$ cat config.mk
export PLATFORM = sky130hd
export DESIGN_NAME = lsu_bus_arbiter
export DESIGN_NICKNAME = d
export VERILOG_FILES = /design/src/rtl/lsu_bus_arbiter.sv
export SDC_FILE = /design/constraint.sdc
export NUM_CORES = 1
export LEC_CHECK = 0
export ABC_AREA = 1
export BUFFER_PORTS_ARGS = -buffer_cell sky130_fd_sc_hd__buf_4
export CORE_AREA = 2 2 117 130
export DETAILED_ROUTE_END_ITERATION = 8
export DIE_AREA = 0 0 119 132
export PLACE_DENSITY = 0.68
export SLEW_MARGIN = 10
export SYNTH_ARGS = -nofsm -noshare
export SYNTH_HDL_FRONTEND = slang
export SYNTH_SLANG_ARGS = --single-unit
$ cat constraint.sdc
create_clock -name i_clk -period 5 [get_ports i_clk]
set_input_delay 0.25 -clock i_clk [delete_from_list [all_inputs] [get_ports i_clk]]
set_output_delay 0.25 -clock i_clk [all_outputs]
set_load 0.02 [all_outputs]
$ cat src/rtl/lsu_bus_arbiter.sv
// MEM-stage bus arbiter: shares the data-memory/IO bus between the CPU load/store
// port and a debug/DMA port, with one outstanding fixed-latency read and CPU stall.
module lsu_bus_arbiter #(
  parameter int unsigned RD_LAT     = 1,
  parameter int unsigned STARVE_MAX = 4
) (
  input  logic        i_clk,
  input  logic        i_rst,
  input  logic        i_cpu_req,
  input  logic        i_cpu_wren,
  input  logic [31:0] i_cpu_addr,
  input  logic [31:0] i_cpu_wdata,
  input  logic [2:0]  i_cpu_funct3,
  output logic        o_cpu_stall,
  output logic        o_cpu_rvalid,
  output logic [31:0] o_cpu_rdata,
  input  logic        i_dbg_req,
  input  logic        i_dbg_wren,
  input  logic [31:0] i_dbg_addr,
  input  logic [31:0] i_dbg_wdata,
  output logic        o_dbg_gnt,
  output logic        o_dbg_rvalid,
  output logic [31:0] o_dbg_rdata,
  output logic        o_mem_en,
  output logic        o_mem_wren,
  output logic [31:0] o_mem_addr,
  output logic [31:0] o_mem_wdata,
  output logic [2:0]  o_mem_funct3,
  input  logic [31:0] i_mem_rdata
);

  localparam logic [2:0] RD_LAT_C     = 3'(RD_LAT);
  localparam logic [3:0] STARVE_MAX_C = 4'(STARVE_MAX);
  localparam logic [2:0] FUNCT3_WORD  = 3'b010;

  typedef enum logic {IDLE, RD_WAIT} state_e;
  typedef enum logic {OWN_CPU, OWN_DBG} owner_e;

  state_e      state_q, state_d;
  owner_e      owner_q, owner_d;
  logic [2:0]  lat_q, lat_d;
  logic [3:0]  starve_q, starve_d;
  logic [31:0] cpu_rdata_q, cpu_rdata_d;
  logic [31:0] dbg_rdata_q, dbg_rdata_d;
  logic        dbg_wins;

  // NOTE: state registers use non-blocking assignments so every flop samples
  // pre-edge values regardless of process ordering.
  always_ff @(posedge i_clk or posedge i_rst) begin
    if (i_rst) begin
      state_q     <= IDLE;
      owner_q     <= OWN_CPU;
      lat_q       <= '0;
      starve_q    <= '0;
      cpu_rdata_q <= '0;
      dbg_rdata_q <= '0;
    end else begin
      state_q     <= state_d;
      owner_q     <= owner_d;
      lat_q       <= lat_d;
      starve_q    <= starve_d;
      cpu_rdata_q <= cpu_rdata_d;
      dbg_rdata_q <= dbg_rdata_d;
    end
  end

  // NOTE: every signal driven here gets a default first, so no path through
  // the case can leave one unassigned and infer a latch.
  always_comb begin
    state_d      = state_q;
    owner_d      = owner_q;
    lat_d        = lat_q;
    starve_d     = starve_q;
    cpu_rdata_d  = cpu_rdata_q;
    dbg_rdata_d  = dbg_rdata_q;
    o_cpu_stall  = 1'b0;
    o_cpu_rvalid = 1'b0;
    o_dbg_gnt    = 1'b0;
    o_dbg_rvalid = 1'b0;
    o_mem_en     = 1'b0;
    o_mem_wren   = 1'b0;
    o_mem_addr   = '0;
    o_mem_wdata  = '0;
    o_mem_funct3 = '0;
    // DBG only overrides a competing CPU once it has been starved long enough
    dbg_wins     = i_dbg_req && (!i_cpu_req || (starve_q == STARVE_MAX_C));

    case (state_q)
      IDLE: begin
        if (dbg_wins) begin
          o_mem_en     = 1'b1;
          o_mem_wren   = i_dbg_wren;
          o_mem_addr   = i_dbg_addr;
          o_mem_wdata  = i_dbg_wdata;
          o_mem_funct3 = FUNCT3_WORD;
          o_dbg_gnt    = 1'b1;
          o_cpu_stall  = i_cpu_req;
          if (!i_dbg_wren) begin
            state_d = RD_WAIT;
            owner_d = OWN_DBG;
            lat_d   = RD_LAT_C;
          end
        end else if (i_cpu_req) begin
          o_mem_en     = 1'b1;
          o_mem_wren   = i_cpu_wren;
          o_mem_addr   = i_cpu_addr;
          o_mem_wdata  = i_cpu_wdata;
          o_mem_funct3 = i_cpu_funct3;
          if (!i_cpu_wren) begin
            state_d     = RD_WAIT;
            owner_d     = OWN_CPU;
            lat_d       = RD_LAT_C;
            o_cpu_stall = 1'b1;
          end
        end
      end
      RD_WAIT: begin
        lat_d = lat_q - 3'd1;
        if (lat_q == 3'd1) begin
          state_d = IDLE;
          if (owner_q == OWN_CPU) begin
            o_cpu_rvalid = 1'b1;
            cpu_rdata_d  = i_mem_rdata;
          end else begin
            o_dbg_rvalid = 1'b1;
            dbg_rdata_d  = i_mem_rdata;
          end
        end
        o_cpu_stall = i_cpu_req && !o_cpu_rvalid;
      end
    endcase

    // Return data is forwarded in the valid cycle, then held from the register
    o_cpu_rdata = o_cpu_rvalid ? i_mem_rdata : cpu_rdata_q;
    o_dbg_rdata = o_dbg_rvalid ? i_mem_rdata : dbg_rdata_q;

    if (!i_dbg_req || o_dbg_gnt) begin
      starve_d = '0;
    end else if (starve_q != STARVE_MAX_C) begin
      starve_d = starve_q + 4'd1;
    end
  end

endmodule

==> impl_metrics.py <==
metrics = {
    "timing": {
        "post-route-period-util": 0.610,
        "finalSetupTns_ns": 0,
        "worst_pin_slew_ns": 1.10,
        "hold_violations": 0,
        "drv_slew": 0,
        "max_freq_ghz": 0.328,
        "setup_viol": 0,
        "maxSlewHeadroom": 0.268,
        "clock_skew_ns": 0.00775,
        "rsz0062_at_grt": "false",
        "period_needed_ns": 3.05,
    },
    "min_path": {
        "min_path_type": "in2async",
    },
    "routing": {
        "firstDrtPassIters": 5,
        "drc": 0,
        "met3_length_um": 1910,
        "highest-signal-layer": "met4",
        "route.met2.wl_um": 8620,
        "wl_met1_um": 7420,
        "first_iter_violations": 367,
        "drt.antenna.violating_nets": 0,
        "detail_route.wl_per_cell_um": 16.9,
        "wl_um": 18300,
        "via_per_inst": 4.64,
        "num_vias": 5015,
    },
    "die": {
        "io_pins": 306,
        "die_area_sq_mm": 0.0157,
        "row_count": 46,
        "die_w_um": 119,
        "die_h_um": 132,
        "initial_utilization": 0.296,
        "design.core.area_sq_mm": 0.0143,
    },
    "global_routing": {
        "grt_max_degree": 99,
        "grt_pass1_vias": 4766,
        "grt_overflow": 0,
        "track_usage": 0.230,
        "grt_pass1_wl_um": 27800,
        "antenna_found_initial": 0,
    },
    "critical_path": {
        "r2r_start": "lat_q[1]",
        "path_buf_inv": 3,
        "reg2reg_depth": 8,
        "r2r_slack_ns": 2.59,
        "worst_ep_required_time_ns": 4.75,
        "worstPathCellList": "inv_1 -> ha_1 -> nand3_4 -> a21oi_4 -> nand2_2 -> inv_2 -> nand2_1 -> nand2_1 -> buf_4",
        "crit_arrival_ns": 2.80,
        "critPathMaxFanout": 66,
        "crit_top_cell": "nand2_1",
        "cp-end-kind": "output port",
        "worstSetupStartpointType": "flip-flop",
        "crit_family": "buffers and inverters",
        "r2r_end": "dbg_rdata_q[25]",
        "crit_slowest_cell": "inv_2",
        "critPathKind": "reg2out",
        "critPathMaxStageDelay_ns": 0.80,
    },
    "yosys": {
        "yosys_most_used_dff": "dfrtp_1",
        "synth_edf_count": 0,
        "synth_top_cell_area_share": 0.431,
        "syn_area_sq_mm": 0.00424,
        "seq_area_frac_synth": 0.431,
        "synthCells": 605,
        "synth_cell_types": 23,
        "synth_warnings": 0,
        "synth_fp_nets": 778,
        "synth.most_common_cell": "nand2_1",
        "synth-seq-cells": 73,
        "avgSynthCellArea_sq_um": 7.01,
        "synthTopCellsByArea": "dfrtp_1 (43%), nand2_1 (19%), o21ai_0 (15%)",
        "synth_top_cell_by_area": "dfrtp_1",
        "synthArstFlopShare": 1.00,
        "post_synth_most_frequent_cells": "nand2_1 (210), o21ai_0 (130), nand3_1 (74)",
    },
    "clocking": {
        "cts_buffer_depth": 2,
        "clk_pin_slew_ns": 0.06,
        "root_buffer": "clkbuf_16",
        "cts_made_buffers": 9,
        "h-tree-depth": 3,
        "clock_latency_ns": 0.34,
        "postCtsSetupBuffers": 0,
        "ctsResizeCount": 0,
        "ctsHoldBuffers": 0,
        "cts.sinks": 73,
        "cts_tree": "done",
    },
    "cells_and_area": {
        "multi_input_area_sq_mm": 0.00204,
        "finalNetCount": 1056,
        "drive_gt1_frac": 0.377,
        "seqCellArea_sq_mm": 0.00183,
        "stdcell_area_sq_mm": 0.00691,
        "antennaDiodeCount": 0,
        "fillers": 1459,
        "area_growth_syn_to_layout_pct": 62.9,
    },
    "power": {
        "report.power.total_mw": 4.01,
        "leakagePower_nw": 3.87,
        "ir_drop_mv": 0.389,
        "p_per_area_mw_per_mm2": 580,
    },
    "placement": {
        "gp_congestion": 0.828,
        "place_hpwl_um": 14400,
        "numPortBuffers": 305,
        "dpl_cell_area_sq_mm": 0.00661,
    },
    "run_status": {
        "status": "finished, final reports clean",
    },
    "flow_run": {
        "drv_cap": 0,
    },
}
[where the power goes]
part / internal (mW) / leakage (nW) / switching (mW)
clock network: 0.401 / 0.149 / 0.253
logic: 0.917 / 2.83 / 1.46
registers: 0.879 / 0.888 / 0.102
total: 2.20 / 3.87 / 1.81
[registers in the layout, indices dropped and copies added (netlist names)]
| name | cells |
|---|---|
| owner_q | 1 |
| cpu_rdata_q | 32 |
| state_q | 1 |
| lat_q | 3 |
| dbg_rdata_q | 32 |
| starve_q | 4 |
[worst max path at each step]
| stage | start | to | cells after the start | slack [ns] |
|---|---|---|---|---|
| after floorplan | i_rst | cpu_rdata_q[0] | 1 | 2.90 |
| final | starve_q[0] | o_mem_addr[31] | 9 | 1.95 |
| after CTS | starve_q[0] | o_mem_addr[31] | 9 | 1.94 |
| after global routing | lat_q[1] | o_dbg_rdata[19] | 8 | 1.66 |
| after global placement | starve_q[0] | o_mem_addr[31] | 9 | 2.33 |
| after detailed placement | starve_q[0] | o_mem_addr[31] | 9 | 2.32 |
[per-stage QoR]
| step | instances | hold slack, ns | utilization | setup WS [ns] |
|---|---|---|---|---|
| after floorplan | 605 | 0.413 | - | 2.90 |
| after global placement | 1064 | 0.456 | 0.461 | 2.33 |
| after detailed placement | 1064 | 0.466 | 0.461 | 2.32 |
| after CTS | 1080 | 0.213 | 0.482 | 1.94 |
| after global routing | 1080 | 0.233 | 0.482 | 1.66 |
| final | 1080 | 0.211 | 0.482 | 1.95 |
[final cells by class]
cell class	count	share of cell area
repair buffers	309	0.336
clock buffers	10	0.0346
multi-input cells	441	0.295
well taps	192	0.0348
flip-flops and latches	73	0.264
clock inverters	6	0.00941
inverters	49	0.0266
[worst reg2reg max path, stage by stage, from the launching register on]
cell     delay, ns
dfrtp_1       0.37
inv_1         0.08
ha_1          0.14
inv_1         0.04
nor2_1        0.24
nand3_2       0.62
buf_4         0.55
nand2_1       0.13
o21ai_0       0.10
[per-layer routing]
layer	global-route usage	vias up
li1	-	2514
met1	0.279	2286
met2	0.375	195
met3	0.0969	20
met4	0.0635	0
met5	0	-
[cell families after synthesis]
group	after synthesis	share of synthesized area
AOI/OAI and AO/OA	136	0.163
xor gates and xnor gates	2	0.00413
adders and majority gates	4	0.0118
buffers and inverters	91	0.0944
DFF	73	0.431
muxes	1	0.00236
and+or+nand+nor	298	0.294
[cells in the final DEF, fill, tap and decap left out]
cell type	synthesis	routed
and2_1	1	1
inv_1	48	47
clkinvlp_4	0	1
a21oi_4	1	1
xnor2_1	2	2
clkbuf_8	0	1
nand3_1	74	72
nand4_1	3	3
nand2_1	210	210
ha_1	4	4
a21oi_1	5	5
nand3_4	1	2
or2_2	1	1
nor2_4	0	1
nand3_2	0	1
clkbuf_16	0	9
dfrtp_1	73	73
inv_6	0	2
inv_2	1	2
bufinv_16	0	1
clkinv_2	0	2
nand2_2	2	2
buf_4	0	309
nor2_1	5	5
o21ai_0	130	130
mux2i_1	1	1
Note: power is estimated with default switching activity, not from simulation.
